==> src/rtl/binconv_chan.sv <==
// Binary 3x3 XNOR-popcount convolution over a captured 10x10 frame, one output row per clock.
// The finished 8x8 map is published in a single edge so downstream pooling never sees a partial frame.
module binconv_chan #(
    parameter logic [3:0] THRESH = 4'd5
) (
    input  logic clk,
    input  logic rst_n,
    input  logic start,
    input  logic img_in   [0:9][0:9],
    input  logic weight   [0:2][0:2],
    output logic conv_out [0:7][0:7],
    output logic busy,
    output logic done
);

    typedef enum logic [1:0] {IDLE, RUN, COMMIT} state_t;

    state_t     state_q, state_d;
    logic [2:0] row_q, row_d;
    logic       done_q;
    logic       img_q      [0:9][0:9];
    logic       w_q        [0:2][0:2];
    logic       shadow_q   [0:7][0:7];
    logic       conv_out_q [0:7][0:7];
    logic [3:0] sum        [0:7];
    logic       row_bits   [0:7];

    always_comb begin
        state_d = state_q;
        row_d   = row_q;
        case (state_q)
            IDLE: begin
                if (start) begin
                    state_d = RUN;
                    row_d   = '0;
                end
            end
            RUN: begin
                row_d = row_q + 3'd1;
                if (row_q == 3'd7) state_d = COMMIT;
            end
            COMMIT:  state_d = IDLE;
            default: state_d = IDLE;
        endcase
    end

    // Match count for every window on the current row; row_q+u reaches at most 9.
    always_comb begin
        for (int unsigned j = 0; j < 8; j++) begin
            sum[3'(j)] = '0;
            for (int unsigned u = 0; u < 3; u++) begin
                for (int unsigned v = 0; v < 3; v++) begin
                    if (img_q[4'(row_q) + 4'(u)][4'(j + v)] == w_q[2'(u)][2'(v)])
                        sum[3'(j)] = sum[3'(j)] + 4'd1;
                end
            end
            row_bits[3'(j)] = (sum[3'(j)] >= THRESH);
        end
    end

    always_ff @(posedge clk) begin
        if (!rst_n) begin
            state_q    <= IDLE;
            row_q      <= '0;
            done_q     <= 1'b0;
            img_q      <= '{default: '0};
            w_q        <= '{default: '0};
            shadow_q   <= '{default: '0};
            conv_out_q <= '{default: '0};
        end else begin
            state_q <= state_d;
            row_q   <= row_d;
            done_q  <= (state_q == COMMIT);
            if (state_q == IDLE && start) begin
                img_q <= img_in;
                w_q   <= weight;
            end
            if (state_q == RUN)    shadow_q[row_q] <= row_bits;
            if (state_q == COMMIT) conv_out_q      <= shadow_q;
        end
    end

    assign conv_out = conv_out_q;
    assign busy     = (state_q != IDLE);
    assign done     = done_q;

endmodule

==> config.mk <==
export PLATFORM = sky130hd
export DESIGN_NAME = binconv_chan
export DESIGN_NICKNAME = d
export VERILOG_FILES = /design/src/rtl/binconv_chan.sv
export SDC_FILE = /design/constraint.sdc
export NUM_CORES = 1
export LEC_CHECK = 0
export CAP_MARGIN = 20
export CORE_MARGIN = 3
export CORE_UTILIZATION = 45
export DETAILED_ROUTE_END_ITERATION = 10
export PLACE_DENSITY_LB_ADDON = 0.1
export SYNTH_ARGS = -nofsm -noshare
export SYNTH_HDL_FRONTEND = slang
export SYNTH_SLANG_ARGS = --single-unit
export TNS_END_PERCENT = 100
==> constraint.sdc <==
create_clock -name clk -period 14.8 [get_ports clk]
set_clock_uncertainty 0.05 [all_clocks]
set_input_delay 2.22 -clock clk [delete_from_list [all_inputs] [get_ports clk]]
set_output_delay 2.22 -clock clk [all_outputs]
set_load 0.01 [all_outputs]
==> impl_metrics.csv, run 1 <==
group,metric,value,unit
die,die_h,208,microns
critical_path,slowest_delay,0.99,ns
global_route,grt_max_degree,110,
critical_path,start_kind,"register",
logic_synthesis,synthesis.nets,2436,
critical_path,slowest_stage,"nor2b_1",
clock_network,post_cts_buffers,0,
timing,fin_crit_sh,54.5,%
logic_synthesis,synth-xor-area-share,12.8,%
drt,num_vias,16900,
logic_synthesis,synth_compound_area_share,21.0,%
logic_synthesis,yosys_register_bits,243,
logic_synthesis,ys_top_cells_by_area,"dfxtp_1 26%, nand2_1 9.7%, a21oi_1 6.6%",
hold_path,hold_path.class,"reg2reg",
logic_synthesis,synth_area_per_cell,8.15,sq um
power,p_comb_share,69.9,%
final_layout,nets,2534,
power,p_int,2.30,mW
clock_network,insertion_delay,0.52,ns
drt,firstDrtPassIters,6,
final_layout,final_common_cell,"nand2_1",
power,power_leakage,7.76,nW
logic_synthesis,synth_cell_types,112,
timing,hold_viol,0,
drt,drt-initial-drc-count,1439,
drt,drc,0,
clock_network,cts-root-buf,"clkbuf_16",
logic_synthesis,synthMuxAreaShare,9.34,%
logic_synthesis,syn_area,18400,sq um
logic_synthesis,yosys_warnings,0,
clock_network,cts_sinks,243,
logic_synthesis,synth_top_area_share,26.4,%
job,max_cap_viol_count,0,
clock_network,clk_path_buf_depth,3,
final_layout,fillCellCount,3834,
die,design.die.area,43400,sq um
logic_synthesis,yosysSeqAreaShare,26.4,%
power,pwr-share-seq,16.1,%
drt,wl,58200,microns
critical_path,path_common_cell,"ha_1",
logic_synthesis,synth_top_family_by_area,"simple AND/OR/NAND/NOR gates",
timing,tns,0,ns
outcome,status,"complete, no violations",
global_route,grt_pass1_wl,89900,microns
clock_network,cts_tree,"done",
timing,max-slew-margin-rel,22.4,%
die,initial_utilization,46.0,%
final_layout,multi_input_area,12700,sq um
power,p_clk_share,14.0,%
power,peakVddDrop,0.171,mV
timing,setup-violations-final,0,
critical_path,path_class,"reg2reg",
final_layout,regArea,4870,sq um
global_route,antenna_found_initial,3,
power,power_density,211,nW/um^2
logic_synthesis,synth-simple-area-share,21.4,%
final_layout,fin_cells,2903,
drt,wl_per_cell,20.0,microns
timing,max_freq,0.124,GHz
global_route,grt_overflow,0,
timing,tightestPinTransition,1.16,ns
clock_network,ctsResizeCount,0,
placement,hpwl,44600,microns
clock_network,ctsHoldBuffers,0,
final_layout,area_growth,15.1,%
drt,antenna_left,0,
logic_synthesis,synthCells,2262,
logic_synthesis,synth_flop_cell,"dfxtp_1",
power,netSwitchingFraction,48.5,%
logic_synthesis,synth_edf_count,0,
clock_network,clkTransAtPathRegs,0.07,ns
critical_path,crit_arrival,8.44,ns
logic_synthesis,synth_adder_area_share,4.21,%
die,ioPinCount,178,
die,coreArea,40100,sq um
critical_path,cp_max_fo,18,
placement,place.gp.congestion,0.969,
critical_path,cp_top_family,"compound AO/OA/AOI/OAI gates",
critical_path,end_kind,"register",
power,p_sw,2.17,mW
logic_synthesis,async_reset_ff_share,0,%
global_route,track_usage,25.6,%
critical_path,cp_num_buf_inv,2,
die,die_w,208,microns
drt,vias_per_cell,5.82,
timing,rsz0062_at_grt,"no",
placement,placed_cells,2857,
final_layout,drive_gt1_share,8.76,%
critical_path,worstPathCellList,"nor2b_1 > a22oi_1 > nand2_1 > xor2_1 > ha_1 > xnor2_1 > xnor2_1 > ha_1 > xnor3_1 > a2111oi_0 > a211oi_1 > nand2_1 > inv_1 > ha_1 > xnor2_1 > nand3_1 > o311ai_2 > ha_1 > inv_1 > nand3_1 > a21oi_1 > o311a_1 > a211o_1 > o22ai_1",
logic_synthesis,synth.largest_area_cell,"dfxtp_1",
critical_path,cp_data_required_time,15.18,ns
placement,io_buffers,177,
clock_network,cts_buffers,24,
clock_network,htreeDepth,1,
timing,period_needed,8.06,ns
global_route,grt_pass1_vias,16100,
timing,maxSlewViolCount,0,
die,num_rows,73,
final_layout,mostFrequentLayoutCells,"475 x nand2_1, 242 x a21oi_1, 242 x dfxtp_1",
-- worst paths after layout --
| check | start | endpoint | slack, ns | cells after the start |
|---|---|---|---|---|
| worst max register to register | row_q[1] | shadow_q[48] | 6.74 | 24 |
| worst min register to register | shadow_q[6] | conv_out[6] | 0.40 | 2 |
| worst max-delay path | row_q[1] | shadow_q[48] | 6.74 | 24 |
| worst min-delay path | shadow_q[6] | conv_out[6] | 0.40 | 2 |
-- through the flow --
step / worst slack [ns] / cell area [sq um] / hold slack (ns) / util, % / power (mW)
2_1_floorplan: 8.47 / 18400 / 0.378 / - / 3.04
3_3_place_gp: 6.93 / 20400 / 0.389 / 50.8 / 3.75
3_5_place_dp: 6.75 / 20400 / 0.394 / 50.8 / 3.82
4_1_cts: 6.75 / 21200 / 0.403 / 52.8 / 4.46
5_1_grt: 6.13 / 21200 / 0.419 / 52.9 / 4.78
6_report: 6.74 / 21200 / 0.401 / 52.9 / 4.47
-- cells by family after synthesis --
logic type               Yosys count
AO/OA/AOI/OAI                    574
XOR/XNOR                         208
adder cells (fa/ha/maj)           62
buffers and inverters            195
flip-flops                       243
multiplexers                     125
AND/OR/NAND/NOR                  855
-- tightest hold or removal path, cell delays in order, from the launching register on --
cell and delay [ns]:
dfxtp_1 0.31, nand2_1 0.05, a21oi_1 0.05
-- sequential cells by signal (all words and copies together) (netlist names) --
| register | cells |
|---|---|
| conv_out | 64 |
| done | 1 |
| img_q | 100 |
| row_q | 3 |
| shadow_q | 64 |
| state_q | 2 |
| w_q | 9 |
-- power by group through the flow --
stage	logic (mW)	clock network, mW	registers (mW)
floorplan	2.33	0	0.713
global placement	3.01	0	0.734
detailed placement	3.09	0	0.734
CTS	3.11	0.638	0.720
global route	3.39	0.665	0.723
finish	3.13	0.625	0.721
-- area by class of cell --
type                            instances  share of cell area, %
Timing Repair Buffer                  194                   9.08
Clock inverter                          9                  0.637
Multi-Input combinational cell       1824                   59.7
Clock buffer                           31                   3.15
Inverter                               73                   1.31
Tap cell                              525                   3.09
Sequential cell                       243                   22.9
Antenna cell                            4                 0.0472
-- per-layer routing --
layer	vias to the layer above	routed length (microns)	global-route usage (%)
li1	8239	-	-
met2	509	27500	43.2
met3	100	3620	4.09
met1	8051	24800	33.1
met5	-	8	0
met4	2	2320	9.25
-- synth_stat cells, drive strengths merged, types with 17 or more instances --
| library cell | instances |
|---|---|
| a21oi | 243 |
| a22o | 18 |
| a22oi | 22 |
| a31oi | 18 |
| and2 | 29 |
| buf | 42 |
| clkbuf | 80 |
| dfxtp | 243 |
| ha | 62 |
| inv | 68 |
| mux2i | 78 |
| mux4 | 34 |
| nand2 | 477 |
| nand2b | 23 |
| nand3 | 56 |
| nor2 | 95 |
| nor2b | 17 |
| nor3 | 48 |
| o21ai | 93 |
| o22ai | 28 |
| or2 | 21 |
| xnor2 | 144 |
| xnor3 | 18 |
| xor2 | 44 |
Note: power is estimated with default switching activity, not from simulation.
==> inputs of run 2 (changes only) <==
Clock period 14.8 ns to 8.2 ns, I/O delays scaled along.
==> run 2 against run 1 <==
Net effect:
- cell count is 0.28% higher
- count of clock-buffer cells in the layout increased by 1
- sequential cell count unchanged
- critical endpoint is now shadow_q[2]
- highest routed layer unchanged
==> impl_metrics.csv, run 2 (synthesis gave the netlist of run 1 again) <==
group,metric,value,unit
outcome,status,"complete, no violations",
die,coreArea,40100,sq um
critical_path,cp_data_required_time,8.51,ns
clock_network,cts_tree,"done",
placement,io_buffers,177,
timing,max_freq,0.131,GHz
die,die_w,208,microns
job,max_cap_viol_count,0,
drt,wl_per_cell,20.2,microns
clock_network,ctsHoldBuffers,0,
critical_path,cp_max_fo,56,
drt,firstDrtPassIters,5,
clock_network,cts_buffers,25,
final_layout,nets,2542,
final_layout,largest_register_ffs,100,
drt,drt-initial-drc-count,1235,
power,power_density,381,nW/um^2
global_route,grt_pass1_vias,16500,
final_layout,finalInstanceArea,21300,sq um
timing,period_needed,7.64,ns
die,design.die.area,43400,sq um
final_layout,regMostFlops,"img_q",
timing,fin_crit_sh,93.2,%
timing,rsz0062_at_grt,"no",
clock_network,htreeDepth,1,
final_layout,drive_gt1_share,9.31,%
clock_network,clkTransAtPathRegs,0.07,ns
critical_path,ff2ff_setup_slack,0.56,ns
timing,hold_viol,0,
clock_network,insertion_delay,0.52,ns
timing,hold_ws,0.399,ns
clock_network,ctsResizeCount,0,
drt,vias_per_cell,5.81,
die,initial_utilization,46.0,%
die,die_h,208,microns
final_layout,area_growth,15.5,%
placement,placed_cells,2863,
drt,num_vias,16900,
drt,drc,0,
final_layout,fin_cells,2911,
placement,hpwl,45500,microns
drt,wl,58900,microns
hold_path,hold_path.class,"reg2reg",
die,ioPinCount,178,
global_route,grt_max_degree,110,
final_layout,final_common_cell,"nand2_1",
placement,place.gp.congestion,0.948,
final_layout,mostFrequentLayoutCells,"475 x nand2_1, 242 x a21oi_1, 242 x dfxtp_1",
timing,setup-violations-final,0,
clock_network,cts_sinks,243,
global_route,grt_pass1_wl,91600,microns
timing,tightestPinTransition,1.07,ns
timing,tns,0,ns
global_route,grt_overflow,0,
final_layout,fillCellCount,3874,
global_route,antenna_found_initial,4,
clock_network,post_cts_buffers,0,
critical_path,path_class,"reg2reg",
placement,post_dp_cell_area,20400,sq um
clock_network,clk_path_buf_depth,3,
critical_path,end_kind,"register",
timing,max-slew-margin-rel,28.4,%
timing,maxSlewViolCount,0,
drt,antenna_left,0,
global_route,track_usage,26.1,%
die,num_rows,73,
clock_network,cts-root-buf,"clkbuf_16",
power,power_leakage,7.82,nW
power,peakVddDrop,0.437,mV
critical_path,crit_arrival,7.95,ns
critical_path,start_kind,"register",
-- run 2: worst max-delay path, stage by stage (launching register included) --
cell and delay, ns:
dfxtp_4 0.86, buf_4 0.44, mux2i_1 0.45, a22oi_2 0.16, nand2_1 0.20, xor2_2 0.25
ha_1 0.40, xnor2_1 0.19, xnor2_1 0.59, xnor2_4 0.23, inv_2 0.11, ha_1 0.30
inv_1 0.12, xnor2_1 0.08, a22o_1 0.22, or2_2 0.28, ha_1 0.28, or3_1 0.37
mux2i_1 0.16, a31oi_2 0.08, nand2_1 0.11, ha_1 0.26, nor3_1 0.21, nand3_1 0.10
o211a_1 0.15, mux2_2 0.28, mux2i_4 0.36, o22ai_1 0.15
-- run 2: report_power, final --
group,total [mW],leakage [nW],internal [mW],switching [mW]
registers,1.31,1.98,1.23,0.0712
clock network,1.13,0.410,0.651,0.479
logic,5.69,5.44,2.28,3.41
-- run 2: metal layers --
metal / share of wire [%] / up-vias / global-route usage (%)
met4: 3.9 / 4 / 9.67
met1: 42 / 8061 / 32.9
met2: 48 / 470 / 44.6
li1: - / 8253 / -
met3: 5.7 / 120 / 4.73
met5: 0.039 / - / 0
-- run 2: cell type report --
| class | count | area [sq um] | area share [%] |
|---|---|---|---|
| clock buffer | 32 | 712 | 3.34 |
| inverter | 73 | 279 | 1.31 |
| clock inverter | 12 | 113 | 0.529 |
| tap | 525 | 657 | 3.08 |
| timing repair buffer | 201 | 1990 | 9.35 |
| multi-input combinational | 1824 | 12700 | 59.5 |
| antenna | 1 | 2.50 | 0.0117 |
| sequential | 243 | 4870 | 22.9 |
-- run 2: path summary, 6_finish.rpt --
kind / from / endpoint / depth (start not counted)
max: row_q[0] / shadow_q[2] / 27
min: shadow_q[54] / conv_out[54] / 2
max reg2reg: row_q[0] / shadow_q[2] / 27
min reg2reg: shadow_q[54] / conv_out[54] / 2
-- run 2: metrics by stage --
step / total power [mW] / worst slack, ns / util [%]
CTS: 8.12 / 0.594 / 53.0
finish: 8.13 / 0.557 / 53.1
floorplan: 5.49 / 1.87 / -
global route: 8.74 / 0.0813 / 53.1
global placement: 6.82 / 0.766 / 50.9
detailed placement: 6.96 / 0.646 / 50.9
